**config.mk**
```make
export PLATFORM = sky130hd
export DESIGN_NAME = pc_fetch
export DESIGN_NICKNAME = d
export VERILOG_FILES = /design/src/rtl/pc_fetch_pkg.sv /design/src/rtl/npc.sv /design/src/rtl/pc_fetch.sv
export SDC_FILE = /design/constraint.sdc
export NUM_CORES = 1
export LEC_CHECK = 0
export CORE_ASPECT_RATIO = 1.75
export CORE_UTILIZATION = 50
export DETAILED_ROUTE_END_ITERATION = 16
export GPL_TIMING_DRIVEN = 0
export HOLD_SLACK_MARGIN = 0.02
export PLACE_DENSITY = 0.95
export SLEW_MARGIN = 20
export SYNTH_ARGS = -nofsm -noshare
export SYNTH_HDL_FRONTEND = slang
export SYNTH_SLANG_ARGS = --single-unit
```
**constraint.sdc**
```tcl
create_clock -name clk -period 8.1 [get_ports clk]
set_input_delay 1.215 -clock clk [delete_from_list [all_inputs] [get_ports clk]]
set_output_delay 1.215 -clock clk [all_outputs]
set_load 0.02 [all_outputs]
```
**src/rtl/pc_fetch_pkg.sv**
```systemverilog
// Shared definitions for the fetch unit: next-PC select encodings, fetch FSM states
// and the default boot address.
package pc_fetch_pkg;

    localparam logic [31:0] RESET_PC_DEFAULT = 32'h0000_3000;

    typedef enum logic [1:0] {
        NPC_PLUS4  = 2'b00,
        NPC_BRANCH = 2'b01,
        NPC_JUMP   = 2'b10,
        NPC_JR     = 2'b11
    } npc_op_e;

    typedef enum logic [1:0] {
        ST_BOOT = 2'b00,
        ST_REQ  = 2'b01,
        ST_WAIT = 2'b10,
        ST_HOLD = 2'b11
    } fetch_state_e;

    // Branch displacement is a signed word offset.
    function automatic logic [31:0] branch_offset(input logic [15:0] imm16);
        return {{14{imm16[15]}}, imm16, 2'b00};
    endfunction

endpackage

```
**src/rtl/npc.sv**
```systemverilog
// Combinational next-PC generator: sequential, branch, jump and register-indirect targets.
module npc
    import pc_fetch_pkg::*;
(
    input  logic [31:0] pc,
    input  logic [1:0]  npc_op,
    input  logic [25:0] imm,
    input  logic [31:0] ra,
    output logic [31:0] pc4,
    output logic [31:0] npc_out,
    output logic        ra_misaligned
);

    assign pc4           = pc + 32'd4;
    assign ra_misaligned = |ra[1:0];

    always_comb begin
        npc_out = pc4;
        case (npc_op_e'(npc_op))
            NPC_PLUS4:  npc_out = pc4;
            NPC_BRANCH: npc_out = pc4 + branch_offset(imm[15:0]);
            NPC_JUMP:   npc_out = {pc4[31:28], imm, 2'b00};
            NPC_JR:     npc_out = {ra[31:2], 2'b00};
            default:    npc_out = pc4;
        endcase
    end

endmodule

```
**src/rtl/pc_fetch.sv**
```systemverilog
// Instruction fetch unit: holds PC, requests the instruction word, holds it until the
// datapath commits, then advances PC and the retired-instruction counter.
module pc_fetch
    import pc_fetch_pkg::*;
#(
    parameter logic [31:0] RESET_PC = RESET_PC_DEFAULT
) (
    input  logic        clk,
    input  logic        rstn,
    input  logic [1:0]  NPCOp,
    input  logic [25:0] IMM,
    input  logic [31:0] RA,
    input  logic        commit,
    output logic        imem_req,
    output logic [31:0] imem_addr,
    input  logic        imem_ready,
    input  logic        imem_rvalid,
    input  logic [31:0] imem_rdata,
    output logic [31:0] PC,
    output logic [31:0] PC4,
    output logic [31:0] instr,
    output logic        instr_valid,
    output logic        misalign,
    output logic [31:0] instret
);

    fetch_state_e state_q, state_d;
    logic [31:0]  pc_q, pc_d;
    logic [31:0]  instr_q, instr_d;
    logic         misalign_q, misalign_d;
    logic [31:0]  instret_q, instret_d;

    logic [31:0]  pc4_w;
    logic [31:0]  npc_w;
    logic         ra_misaligned_w;
    logic         capture_w;
    logic         retire_w;

    npc u_npc (
        .pc            (pc_q),
        .npc_op        (NPCOp),
        .imm           (IMM),
        .ra            (RA),
        .pc4           (pc4_w),
        .npc_out       (npc_w),
        .ra_misaligned (ra_misaligned_w)
    );

    // Data can land either in the accepting cycle or later while waiting.
    assign capture_w = ((state_q == ST_REQ) && imem_ready && imem_rvalid) ||
                       ((state_q == ST_WAIT) && imem_rvalid);
    assign retire_w  = (state_q == ST_HOLD) && commit;

    always_ff @(posedge clk or negedge rstn) begin
        if (!rstn) begin
            state_q <= ST_BOOT;
        end else begin
            state_q <= state_d;
        end
    end

    always_comb begin
        state_d = state_q;
        case (state_q)
            ST_BOOT: state_d = ST_REQ;
            ST_REQ: begin
                if (imem_ready) begin
                    state_d = imem_rvalid ? ST_HOLD : ST_WAIT;
                end
            end
            ST_WAIT: begin
                if (imem_rvalid) begin
                    state_d = ST_HOLD;
                end
            end
            ST_HOLD: begin
                if (commit) begin
                    state_d = ST_REQ;
                end
            end
            default: state_d = ST_BOOT;
        endcase
    end

    always_comb begin
        imem_req    = (state_q == ST_REQ);
        instr_valid = (state_q == ST_HOLD);
    end

    always_comb begin
        pc_d       = pc_q;
        instr_d    = instr_q;
        misalign_d = misalign_q;
        instret_d  = instret_q;
        if (capture_w) begin
            instr_d = imem_rdata;
        end
        if (retire_w) begin
            pc_d      = npc_w;
            instret_d = instret_q + 32'd1;
            if ((npc_op_e'(NPCOp) == NPC_JR) && ra_misaligned_w) begin
                misalign_d = 1'b1;
            end
        end
    end

    always_ff @(posedge clk or negedge rstn) begin
        if (!rstn) begin
            pc_q       <= RESET_PC;
            instr_q    <= 32'd0;
            misalign_q <= 1'b0;
            instret_q  <= 32'd0;
        end else begin
            pc_q       <= pc_d;
            instr_q    <= instr_d;
            misalign_q <= misalign_d;
            instret_q  <= instret_d;
        end
    end

    assign imem_addr = pc_q;
    assign PC        = pc_q;
    assign PC4       = pc4_w;
    assign instr     = instr_q;
    assign misalign  = misalign_q;
    assign instret   = instret_q;

endmodule

```
==> impl_metrics.xml <==
<?xml version="1.0" encoding="UTF-8"?>
<metrics>
  <group name="status">
    <metric name="result_of_the_run" unit="">completed</metric>
  </group>
  <group name="logic_synthesis">
    <metric name="synthesis.area_per_instance" unit="um2">9.46</metric>
    <metric name="number_of_enable_flip_flop_cells_after_synthesis" unit="">0</metric>
    <metric name="yosysWarningCount" unit="">0</metric>
    <metric name="async_reset_ff_share" unit="%">100</metric>
    <metric name="post_synth_num_cell_types" unit="">65</metric>
    <metric name="synth_sequential_area_ratio" unit="%">33.5</metric>
    <metric name="postSynthCellCount" unit="">767</metric>
    <metric name="synth-main-ff-cell" unit="">dfrtp_1</metric>
    <metric name="ys_ff_latch" unit="">97</metric>
    <metric name="mappedNetlistArea" unit="um2">7260</metric>
  </group>
  <group name="cts">
    <metric name="clock_insertion_delay_worst_skew" unit="ns">0.36</metric>
    <metric name="max-clock-path-buffers" unit="">2</metric>
    <metric name="number_of_clock_sinks_seen_by_cts" unit="">97</metric>
    <metric name="numCtsBuffers" unit="">9</metric>
    <metric name="htree_num_levels" unit="">3</metric>
    <metric name="cts_tree" unit="">yes</metric>
    <metric name="clock-root-buffer" unit="">clkbuf_16</metric>
    <metric name="clk_transition_reported_paths" unit="ns">0.08</metric>
    <metric name="count_of_hold_buffers_inserted_by_post_cts_repair" unit="">0</metric>
    <metric name="post_cts_buffers" unit="">0</metric>
    <metric name="postCtsResizedCells" unit="">0</metric>
  </group>
  <group name="floorplan">
    <metric name="placeableCoreArea" unit="um2">14000</metric>
    <metric name="dieArea" unit="um2">15000</metric>
    <metric name="fp.dieH" unit="um">161</metric>
    <metric name="placementRows" unit="">57</metric>
    <metric name="chipWidth" unit="um">93.1</metric>
    <metric name="io_pins" unit="">260</metric>
    <metric name="initial_utilization" unit="%">51.6</metric>
  </group>
  <group name="detailed_routing">
    <metric name="detailroute.via_count" unit="">7382</metric>
    <metric name="wirelength" unit="um">25200</metric>
    <metric name="via_cell_ratio" unit="">6.06</metric>
    <metric name="route.antenna.remaining_nets" unit="">0</metric>
    <metric name="detail_route.drc_violations" unit="">0</metric>
    <metric name="post_drt_wl_per_cell" unit="um">20.7</metric>
    <metric name="initialDrtViolationCount" unit="">628</metric>
    <metric name="drt_pre_antenna_iters" unit="">5</metric>
  </group>
  <group name="critical_path">
    <metric name="worstSetupStartpointType" unit="">flip-flop</metric>
    <metric name="crit_type" unit="">reg2out</metric>
    <metric name="most_frequent_cell_on_the_critical_path" unit="">nand2_1</metric>
    <metric name="required" unit="ns">6.88</metric>
    <metric name="cpMaxStageDelayCell" unit="">clkdlybuf4s50_1</metric>
    <metric name="critical_path_sink_type" unit="">output port</metric>
    <metric name="critPathMaxStageDelay" unit="ns">0.74</metric>
    <metric name="path_cells" unit="">buf_2, nand4_1, nor3_4, nand2_1, nor2_1, nand2_1, xnor2_1, clkdlybuf4s50_1</metric>
    <metric name="worst-path-max-fanout" unit="">8</metric>
    <metric name="critical_path_data_arrival_time" unit="ns">3.59</metric>
  </group>
  <group name="sta">
    <metric name="period_minus_slack" unit="ns">4.81</metric>
    <metric name="finalHoldViolations" unit="">0</metric>
    <metric name="hold_ws" unit="ns">0.491</metric>
    <metric name="grt_setup_unrepaired" unit="">no</metric>
    <metric name="skew" unit="ns">0.0128</metric>
    <metric name="final_period_util" unit="%">59.4</metric>
    <metric name="timing_worst_slew_pin_value" unit="ns">0.992</metric>
    <metric name="timing.final.max_slew_violations" unit="">0</metric>
    <metric name="fmax" unit="MHz">208</metric>
    <metric name="worst_slew_margin_rel" unit="%">33.6</metric>
    <metric name="setup_violations" unit="">0</metric>
    <metric name="setup_total_negative_slack" unit="ns">0</metric>
  </group>
  <group name="finish">
    <metric name="layout_net_count" unit="">1176</metric>
    <metric name="fin_util" unit="%">73.6</metric>
    <metric name="area.sequential" unit="um2">2430</metric>
    <metric name="area_growth_syn_to_layout" unit="%">42.5</metric>
    <metric name="multiInputGateArea" unit="um2">4380</metric>
    <metric name="num_antenna_cells" unit="">0</metric>
    <metric name="most_common_library_cell_in_the_layout_ignoring_fill_and_taps" unit="">clkdlybuf4s50_1</metric>
    <metric name="fraction_of_final_layout_cells_sized_beyond_drive_strength_1" unit="%">12.7</metric>
    <metric name="layout.cells.most_common_list" unit="">251 x clkdlybuf4s50_1, 95 x dfrtp_1, 79 x nand2_1</metric>
    <metric name="fillerInstances" unit="">939</metric>
  </group>
  <group name="flow_run">
    <metric name="maxCapViolations" unit="">0</metric>
  </group>
  <group name="global_routing">
    <metric name="largest_net_degree_at_the_start_of_global_routing" unit="">50</metric>
    <metric name="number_of_antenna_violations_at_the_first_check_in_global_routing" unit="">0</metric>
    <metric name="grt_util_all_layers" unit="%">33.9</metric>
    <metric name="first_global_vias" unit="">7540</metric>
    <metric name="grt_first_pass_wirelength" unit="um">38900</metric>
    <metric name="globalRouteOverflowTotal" unit="">0</metric>
  </group>
  <group name="min_path">
    <metric name="hold_path_class" unit="">reg2reg</metric>
  </group>
  <group name="placed_design">
    <metric name="routabilityCongestion" unit="">0.985</metric>
    <metric name="detailed_place_hpwl" unit="um">19500</metric>
    <metric name="numPortBuffers" unit="">252</metric>
  </group>
  <group name="pwr">
    <metric name="leakage_power_figure" unit="uW">0.00441</metric>
    <metric name="worst_ir_drop_vdd" unit="uV">224</metric>
    <metric name="power.density" unit="nW/um2">388</metric>
  </group>
</metrics>
[kinds of logic (layout without fill, tap and decap cells)]
| logic type | Yosys count | in the layout | share of synthesized area, % |
|---|---|---|---|
| DFF | 97 | 97 | 33.5 |
| and+or+nand+nor | 246 | 246 | 16.8 |
| xor gates and xnor gates | 82 | 82 | 10.0 |
| muxes | 70 | 70 | 13.0 |
| other | 1 | 6 | 0.0517 |
| AOI/OAI and AO/OA | 145 | 145 | 12.7 |
| adders and majority gates | 43 | 43 | 7.52 |
| buffers and inverters | 83 | 352 | 6.40 |
[Yosys cell counts (5+ instances only)]
master	number	area [um2]
ha_1	42	526
clkbuf_1	17	63.8
xnor2_1	58	508
nand4_1	13	81.3
mux2i_1	12	120
a21o_1	10	75.1
nor2_1	43	161
mux4_2	15	338
and3_1	16	100
xor2_1	23	201
nand3_1	45	225
buf_1	5	18.8
and4_1	7	61.3
buf_4	37	278
mux2_2	43	484
inv_1	18	67.6
o21a_1	5	37.5
a211oi_1	6	45.0
o22ai_1	12	75.1
a21oi_1	53	265
nor3_1	15	75.1
dfrtp_1	95	2380
o21ai_0	23	115
nand2_1	79	297
nand2b_1	8	50.1
[final cells by class]
cell class / count / share of cell area [%]
clock buffer: 9 / 2.18
timing repair buffer: 253 / 24.7
multi-input combinational: 592 / 42.4
inverter: 18 / 0.653
tap: 177 / 2.14
sequential: 97 / 23.5
buffer: 65 / 3.83
clock inverter: 7 / 0.677
[sequential cells by signal, indices dropped and copies added (netlist names)]
signal,flops
PC,30
misalign,1
state_q,2
instr,32
instret,32
[layer usage]
layer	GRT usage, %	wire length [um]
met1	33.2	8010
met2	61.8	13200
met3	5.93	2120
met4	25.4	1910
met5	0	0
[worst max-delay path, delay by kind of cell, from the launching register on]
family / cells / cell delay, ns
simple gates: 5 / 1.25
buf+inv: 2 / 0.96
xor+xnor: 1 / 0.61
flops: 1 / 0.41
[metrics by stage]
stage | area (um2) | instances | setup slack, ns | power [uW]
2_1_floorplan | 7270 | 772 | 4.11 | 2450
3_3_place_gp | 10000 | 1201 | 2.17 | 3460
3_5_place_dp | 10000 | 1202 | 3.23 | 3540
4_1_cts | 10300 | 1218 | 3.43 | 3980
5_1_grt | 10300 | 1218 | 3.12 | 4230
6_report | 10300 | 1218 | 3.29 | 4020
[worst paths after layout]
kind                        startpoint           to  slack [ns]  depth (start not counted)
hold reg to reg            instret[31]  instret[31]        0.49                          1
max in group asynchronous         rstn     instr[8]        6.69                          2
hold / removal             instret[31]  instret[31]        0.49                          1
min in group asynchronous         rstn    instr[26]        0.78                          1
setup / recovery                 PC[9]      PC4[22]        3.29                          8
setup reg to reg                 PC[9]       PC[31]        3.70                         17
[power breakdown]
group,internal [uW],switching (uW),leakage (uW)
Combinational,1270,1420,0.00306
Sequential,662,230,0.00120
Clock,218,217,0.000147
Total,2150,1860,0.00441
No activity file was read; power rests on OpenSTA's default activity.
